==> src/rtl/key_counter_pkg.sv <==
// Shared types and constants for the key_counter push-button counter.
package key_counter_pkg;

    typedef enum logic [1:0] {
        IDLE,
        CHK_PRESS,
        HELD,
        CHK_REL
    } db_state_e;

    localparam logic [7:0] BIN_MAX = 8'hFF;
    localparam logic [7:0] BCD_MAX = 8'h99;

endpackage

==> src/rtl/key_counter_if.sv <==
// Key/load inputs and count outputs of key_counter, bundled for the top-level port.
interface key_counter_if;

    logic       KEY_UP_N;
    logic       KEY_DN_N;
    logic       LOAD;
    logic [7:0] LOAD_VAL;
    logic [7:0] VALUE;
    logic       STEP;
    logic       WRAP;

    modport master (
        output KEY_UP_N, KEY_DN_N, LOAD, LOAD_VAL,
        input  VALUE, STEP, WRAP
    );

    modport slave (
        input  KEY_UP_N, KEY_DN_N, LOAD, LOAD_VAL,
        output VALUE, STEP, WRAP
    );

endinterface

==> src/rtl/key_debounce.sv <==
// One push-button: 2-flop synchroniser, debounce FSM and stability counter.
// Emits a single-cycle press_evt once a press has been stable for DEBOUNCE_CYCLES.
module key_debounce
    import key_counter_pkg::*;
#(
    parameter int DEBOUNCE_CYCLES = 1000000,
    parameter int CNT_W           = 24
) (
    input  logic clk,
    input  logic rst,
    input  logic key_n,
    output logic press_evt
);

    // The entry cycle in IDLE/HELD counts as the first stable sample.
    localparam logic [CNT_W-1:0] CNT_LAST = CNT_W'(DEBOUNCE_CYCLES - 2);

    logic [1:0]       sync_q, sync_d;
    logic             pressed;
    db_state_e        state_q;
    logic [CNT_W-1:0] cnt_q;
    logic             evt_q;

    always_comb begin
        sync_d = {sync_q[0], key_n};
    end

    always_ff @(posedge clk or posedge rst) begin
        if (rst) begin
            sync_q <= 2'b11;
        end else begin
            sync_q <= sync_d;
        end
    end

    assign pressed = ~sync_q[1];

    always_ff @(posedge clk or posedge rst) begin
        if (rst) begin
            state_q <= IDLE;
            cnt_q   <= '0;
            evt_q   <= 1'b0;
        end else begin
            evt_q <= 1'b0;
            case (state_q)
                IDLE: begin
                    if (pressed) begin
                        state_q <= CHK_PRESS;
                        cnt_q   <= '0;
                    end
                end
                CHK_PRESS: begin
                    if (!pressed) begin
                        state_q <= IDLE;
                    end else if (cnt_q == CNT_LAST) begin
                        state_q <= HELD;
                        evt_q   <= 1'b1;
                    end else begin
                        cnt_q <= cnt_q + CNT_W'(1);
                    end
                end
                HELD: begin
                    if (!pressed) begin
                        state_q <= CHK_REL;
                        cnt_q   <= '0;
                    end
                end
                CHK_REL: begin
                    if (pressed) begin
                        state_q <= HELD;
                    end else if (cnt_q == CNT_LAST) begin
                        state_q <= IDLE;
                    end else begin
                        cnt_q <= cnt_q + CNT_W'(1);
                    end
                end
                default: begin
                    state_q <= IDLE;
                    cnt_q   <= '0;
                end
            endcase
        end
    end

    assign press_evt = evt_q;

endmodule

==> src/rtl/key_counter.sv <==
// Debounced up/down push-button counter with synchronous load, feeding HEX1:HEX0.
// Define KEY_COUNTER_BCD_EN to count as two packed BCD digits (00..99) instead of binary.
module key_counter
    import key_counter_pkg::*;
#(
    parameter int DEBOUNCE_CYCLES = 1000000,
    parameter int CNT_W           = 24
) (
    input  logic          CLOCK_50,
    input  logic          RESET,
    key_counter_if.slave  bus
);

`ifdef KEY_COUNTER_BCD_EN
    // Result format for step functions: {wrap, next_value}.
    function automatic logic [8:0] step_up(input logic [7:0] v);
        if (v == BCD_MAX)
            return {1'b1, 8'h00};
        else if (v[3:0] >= 4'd9)
            return {1'b0, v[7:4] + 4'd1, 4'd0};
        else
            return {1'b0, v[7:4], v[3:0] + 4'd1};
    endfunction

    function automatic logic [8:0] step_dn(input logic [7:0] v);
        if (v == 8'h00)
            return {1'b1, BCD_MAX};
        else if (v[3:0] == 4'd0)
            return {1'b0, v[7:4] - 4'd1, 4'd9};
        else
            return {1'b0, v[7:4], v[3:0] - 4'd1};
    endfunction

    function automatic logic [7:0] load_fix(input logic [7:0] v);
        logic [3:0] hi, lo;
        hi = (v[7:4] > 4'd9) ? 4'd9 : v[7:4];
        lo = (v[3:0] > 4'd9) ? 4'd9 : v[3:0];
        return {hi, lo};
    endfunction
`else
    function automatic logic [8:0] step_up(input logic [7:0] v);
        return {v == BIN_MAX, v + 8'd1};
    endfunction

    function automatic logic [8:0] step_dn(input logic [7:0] v);
        return {v == 8'h00, v - 8'd1};
    endfunction

    function automatic logic [7:0] load_fix(input logic [7:0] v);
        return v;
    endfunction
`endif

    logic       up_evt, dn_evt;
    logic [7:0] value_q, value_d;
    logic       step_q, step_d;
    logic       wrap_q, wrap_d;

    key_debounce #(
        .DEBOUNCE_CYCLES (DEBOUNCE_CYCLES),
        .CNT_W           (CNT_W)
    ) u_up (
        .clk       (CLOCK_50),
        .rst       (RESET),
        .key_n     (bus.KEY_UP_N),
        .press_evt (up_evt)
    );

    key_debounce #(
        .DEBOUNCE_CYCLES (DEBOUNCE_CYCLES),
        .CNT_W           (CNT_W)
    ) u_dn (
        .clk       (CLOCK_50),
        .rst       (RESET),
        .key_n     (bus.KEY_DN_N),
        .press_evt (dn_evt)
    );

    // LOAD wins over keys; simultaneous up+down cancel out.
    always_comb begin
        value_d = value_q;
        step_d  = 1'b0;
        wrap_d  = 1'b0;
        if (bus.LOAD) begin
            value_d = load_fix(bus.LOAD_VAL);
        end else if (up_evt && !dn_evt) begin
            {wrap_d, value_d} = step_up(value_q);
            step_d = 1'b1;
        end else if (dn_evt && !up_evt) begin
            {wrap_d, value_d} = step_dn(value_q);
            step_d = 1'b1;
        end
    end

    always_ff @(posedge CLOCK_50 or posedge RESET) begin
        if (RESET) begin
            value_q <= 8'h00;
            step_q  <= 1'b0;
            wrap_q  <= 1'b0;
        end else begin
            value_q <= value_d;
            step_q  <= step_d;
            wrap_q  <= wrap_d;
        end
    end

    assign bus.VALUE = value_q;
    assign bus.STEP  = step_q;
    assign bus.WRAP  = wrap_q;

endmodule

==> src/flat_wrapper.sv <==
// flat-port wrapper written by rule: the top's interface ports become plain ports
module key_counter_flat import key_counter_pkg::*;
#(
    parameter int DEBOUNCE_CYCLES = 1000000,
    parameter int CNT_W           = 24
)
  (CLOCK_50, RESET, bus_KEY_UP_N, bus_KEY_DN_N, bus_LOAD, bus_LOAD_VAL, bus_VALUE, bus_STEP, bus_WRAP);
  key_counter_if bus_i ();
  input  logic CLOCK_50;
  input  logic RESET;
  input wire logic [$bits(bus_i.KEY_UP_N)-1:0] bus_KEY_UP_N;
  input wire logic [$bits(bus_i.KEY_DN_N)-1:0] bus_KEY_DN_N;
  input wire logic [$bits(bus_i.LOAD)-1:0] bus_LOAD;
  input wire logic [$bits(bus_i.LOAD_VAL)-1:0] bus_LOAD_VAL;
  output wire logic [$bits(bus_i.VALUE)-1:0] bus_VALUE;
  output wire logic [$bits(bus_i.STEP)-1:0] bus_STEP;
  output wire logic [$bits(bus_i.WRAP)-1:0] bus_WRAP;
  assign bus_i.KEY_UP_N = bus_KEY_UP_N;
  assign bus_i.KEY_DN_N = bus_KEY_DN_N;
  assign bus_i.LOAD = bus_LOAD;
  assign bus_i.LOAD_VAL = bus_LOAD_VAL;
  assign bus_VALUE = bus_i.VALUE;
  assign bus_STEP = bus_i.STEP;
  assign bus_WRAP = bus_i.WRAP;
  key_counter #(.DEBOUNCE_CYCLES(DEBOUNCE_CYCLES), .CNT_W(CNT_W)) u_core (.CLOCK_50(CLOCK_50), .RESET(RESET), .bus(bus_i));
endmodule
==> config.mk <==
export PLATFORM = sky130hd
export DESIGN_NAME = key_counter_flat
export DESIGN_NICKNAME = d
export VERILOG_FILES = /design/src/rtl/key_counter_pkg.sv /design/src/rtl/key_counter_if.sv /design/src/rtl/key_debounce.sv /design/src/rtl/key_counter.sv /design/src/flat_wrapper.sv
export SDC_FILE = /design/constraint.sdc
export NUM_CORES = 1
export LEC_CHECK = 0
export CORE_MARGIN = 8
export CORE_UTILIZATION = 54
export DETAILED_ROUTE_END_ITERATION = 10
export GPL_TIMING_DRIVEN = 1
export PLACE_DENSITY = 0.72
export SYNTH_ARGS = -nofsm -noshare
export SYNTH_HDL_FRONTEND = slang
export SYNTH_HIERARCHICAL = 1
export SYNTH_SLANG_ARGS = --single-unit
==> constraint.sdc <==
create_clock -name CLOCK_50 -period 2.3 [get_ports CLOCK_50]
set_clock_uncertainty 0.1 [all_clocks]
set_input_delay 0.575 -clock CLOCK_50 [delete_from_list [all_inputs] [get_ports CLOCK_50]]
set_output_delay 0.575 -clock CLOCK_50 [all_outputs]
set_load 0.01 [all_outputs]
==> Implementation_results.wiki <==
{| class="wikitable"
! Metric !! Value
|-
| Critical Path Start Type || flop
|-
| Aggregate negative setup slack || 0 ps
|-
| Worst flop-to-flop path startpoint || u_core/u_dn/press_evt
|-
| Area share of the largest cell type after synthesis || 39.53%
|-
| Initial antenna violation count || 0
|-
| Buffers from clock root to sink, at most || 2
|-
| Total GRT Usage || a little under a fifth
|-
| Pin count of the biggest net entering global routing || 36
|-
| Vertical die dimension || 102.6 µm
|-
| Area growth from synthesis to layout || 13.74%
|-
| Hold Crit Class || reg -> reg
|-
| Cell with the largest stage delay on the worst path || dfrtp_1
|-
| Critical hold path startpoint || u_core/u_up/sync_q[0]
|-
| Vias/cell || between 6 and 7
|-
| Mean post-synth cell area || just over 9 µm²
|-
| Worst Path Class, Setup || reg -> reg
|-
| Antenna viol nets, final || 0
|-
| Critical path's largest stage delay || just under 400 ps
|-
| Pre-CTS setup slack || roughly 130 ps
|-
| CTS Root Cell || clkbuf_8
|-
| Initial standard-cell utilization of the core || about 56%
|-
| Finish-stage setup viols || 0
|-
| Largest fanout on the critical path || 8
|-
| Number of fill cells in the layout || ~630
|-
| Count of antenna diodes in the layout || 0
|-
| Initial DRT Pass Iterations || 4
|-
| Net count after synthesis || approximately 470
|-
| Primary flip-flop cell chosen by synthesis mapping || dfrtp_1
|-
| Register bit count reported by yosys || between 60 and 70
|-
| Worst skew pair latency || around 350 ps
|-
| Clock Pin Slew Worst Setup and Hold Paths || about 80 ps
|-
| Critical path arrival || 2390 ps
|-
| Quantity of I/O buffers inserted on ports || 22
|-
| Top cells by area, synth || dfrtp_1 40%, nand2_1 5.0%, o21ai_0 4.4%, ha_1 4.0%, a21oi_1 3.2%
|-
| Aggregate global routing overflow || 0
|-
| Final GP Congestion || approximately 0.84
|-
| Number of setup buffers added after CTS || 0
|-
| Unique masters post-synth || 53
|-
| Post-synthesis instance total || ~440
|-
| Worst setup margin || 31.97 ps
|-
| Most frequent cells in the layout || 64 x dfrtp_1, 54 x nand2_1, 36 x o21ai_0
|-
| Placeable core region || approximately 7300 µm²
|-
| Part of the cycle the worst path needs || 98.61%
|-
| Area of the die || roughly 11000 µm²
|-
| Leakage power || about 0.0019 µW
|-
| Post-synthesis instance area || about 4100 µm²
|-
| Share of the yosys chip area belonging to registers || between 40% and 50%
|-
| Cell-by-cell trace of the critical path || inv_1 -> ha_1 -> inv_1 -> buf_4 -> ha_1 -> a21oi_1 -> o211ai_1 -> nand2_1 -> mux2i_1 -> nand4b_1
|-
| Data required time at the worst endpoint || around 2400 ps
|-
| Via count || 3497
|-
| Proportion of synthesized flip-flops having asynchronous set or reset || between 90% and 100%
|-
| Final routed wire length divided by cell count || 15.89 µm
|-
| Clock tree from TritonCTS || yes
|-
| Library cell with the largest summed area after synthesis || dfrtp_1
|-
| Number of flops mapped to enable cells by yosys || 0
|-
| Row count || 31
|-
| Ratio of cells with drive above 1 in the final layout || between 10% and 20%
|-
| Iteration-0 DRC count of the detailed router || about 210
|-
| Sort of element at the end of the critical path || flop
|-
| Cell count after placement || between 500 and 600
|-
| Commonest non-fill, non-tap cell in the layout || dfrtp_1
|-
| Status || complete, no violations
|-
| Crit path launch || u_core/u_dn/press_evt
|-
| Placed wire-length estimate after detailed placement || 6.276 mm
|-
| Max rail drop VDD || 0.0002919 V
|-
| Final hold viol count || 0
|-
| Max-slew violation count || 0
|-
| Worst path buffer plus inverter count || 3
|-
| Cts bufs inserted || 9
|-
| Warnings from Yosys || 6
|-
| Die Wd || 102.6 µm
|-
| Kind of cell with the highest combined delay on the critical path || adder cells
|-
| Final min period || between 2000 and 2500 ps
|-
| Level count of the clock H-tree || 3
|-
| Number of primary I/O pins || 23
|-
| Global-route wire length before repair || between 15 and 20 mm
|-
| Remaining DRCs || 0
|-
| Final wirelength || approximately 9 mm
|-
| NumNets Final || 492
|-
| Timing-limited maximum frequency || ~440 MHz
|-
| Overall power || between 2000 and 3000 µW
|-
| Post-route non-filler standard cell count || between 500 and 600
|-
| Max Cap Viol || 0
|-
| Number of global-route vias before repair || between 3000 and 4000
|-
| Count of clock tree sinks || between 60 and 70
|-
| Headroom to the max-slew limit || 52.60%
|-
| Measured slew at the worst slew-check pin || around 710 ps
|-
| Power density cells || between 500 and 600 nW/µm²
|-
| Hold buffer count at CTS || 0
|}
[path summary, 6_finish.rpt]
path / cells past startpoint / slack (ps) / endpoint
worst min-delay path: 0 / 260 / u_core/u_up/sync_q[1]
worst max register to register: 10 / 30 / u_core/bus.VALUE[7]
max in group asynchronous: 3 / 1200 / u_core/u_dn/sync_q[0]
worst min register to register: 0 / 260 / u_core/u_up/sync_q[1]
min in group asynchronous: 2 / 470 / u_core/bus.WRAP
worst max-delay path: 10 / 30 / u_core/bus.VALUE[7]
[flip-flops by register name (all words and copies together) (netlist names), named ones only]
signal	flops
u_core/u_up/sync_q	2
u_core/bus.WRAP	1
u_core/bus.STEP	1
u_core/u_up/press_evt	1
u_core/u_dn/state_q	1
u_core/u_dn/sync_q	2
u_core/u_dn/press_evt	1
u_core/bus.VALUE	8
u_core/u_dn/cnt_q	24
u_core/u_up/cnt_q	24
u_core/u_up/state_q	1
[stage by stage]
step / hold slack, ps / instance area, µm² / util, %
floorplan: 245.2 / 4051 / -
global placement: 254.2 / 4394 / 60.58
detailed placement: 253.9 / 4394 / 60.58
CTS: 264.5 / 4596 / 63.36
finish: 264.6 / 4608 / 63.53
global route: 268.7 / 4608 / 63.53
[routing by layer]
layer / share of wire (%) / global-route usage, %
met2: 45 / 28.27
met3: 4.8 / 2.971
met4: 1.3 / 7.223
met1: 49 / 25.97
met5: 0 / 0
[layout make-up]
type / count / area [µm²] / area share (%)
clock inverter: 6 / 63.81 / 1.385
timing repair buffer: 33 / 302.8 / 6.571
clock buffer: 10 / 137.6 / 2.987
inverter: 12 / 45.04 / 0.9775
multi-input combinational: 341 / 2228 / 48.36
sequential: 68 / 1707 / 37.04
tap: 99 / 123.9 / 2.688
[cell families after synthesis]
logic type | count (synthesis) | share of synthesized area, %
xor+xnor | 10 | 2.532
flops | 68 | 42.12
simple gates | 173 | 23.19
buf+inv | 32 | 3.181
mux | 14 | 3.521
fa+ha+maj | 14 | 4.509
compound gates | 130 | 20.94
[cell usage after synthesis, types with 6 or more instances]
cell      number
o311ai_0       6
buf_2          7
and4_1        10
a21oi_1       26
a31oi_1        6
clkbuf_1      13
nand3_1       18
nand2_1       54
dfrtp_1       64
nor3_1        11
nor2_1        25
o31ai_1       16
a41oi_1        6
nand4_1       11
inv_1         10
o21ai_1        6
mux2i_1       12
and3_1        10
and2_1         6
ha_1          13
o21ai_0       36
[what timing repair did]
| action | CTS | global route |
|---|---|---|
| endpoints found under the hold margin | 0 | 0 |
| setup endpoints to repair | 0 | 2 |
| gates resized for setup | 0 | 1 |
[power breakdown]
group          internal [µW]  total (µW)  switching [µW]  leakage (µW)
clock network            528        1000             476     0.0000983
registers               1240        1320            72.5      0.000909
logic                    153         324             171      0.000916
(Power assumes the default switching activity.)
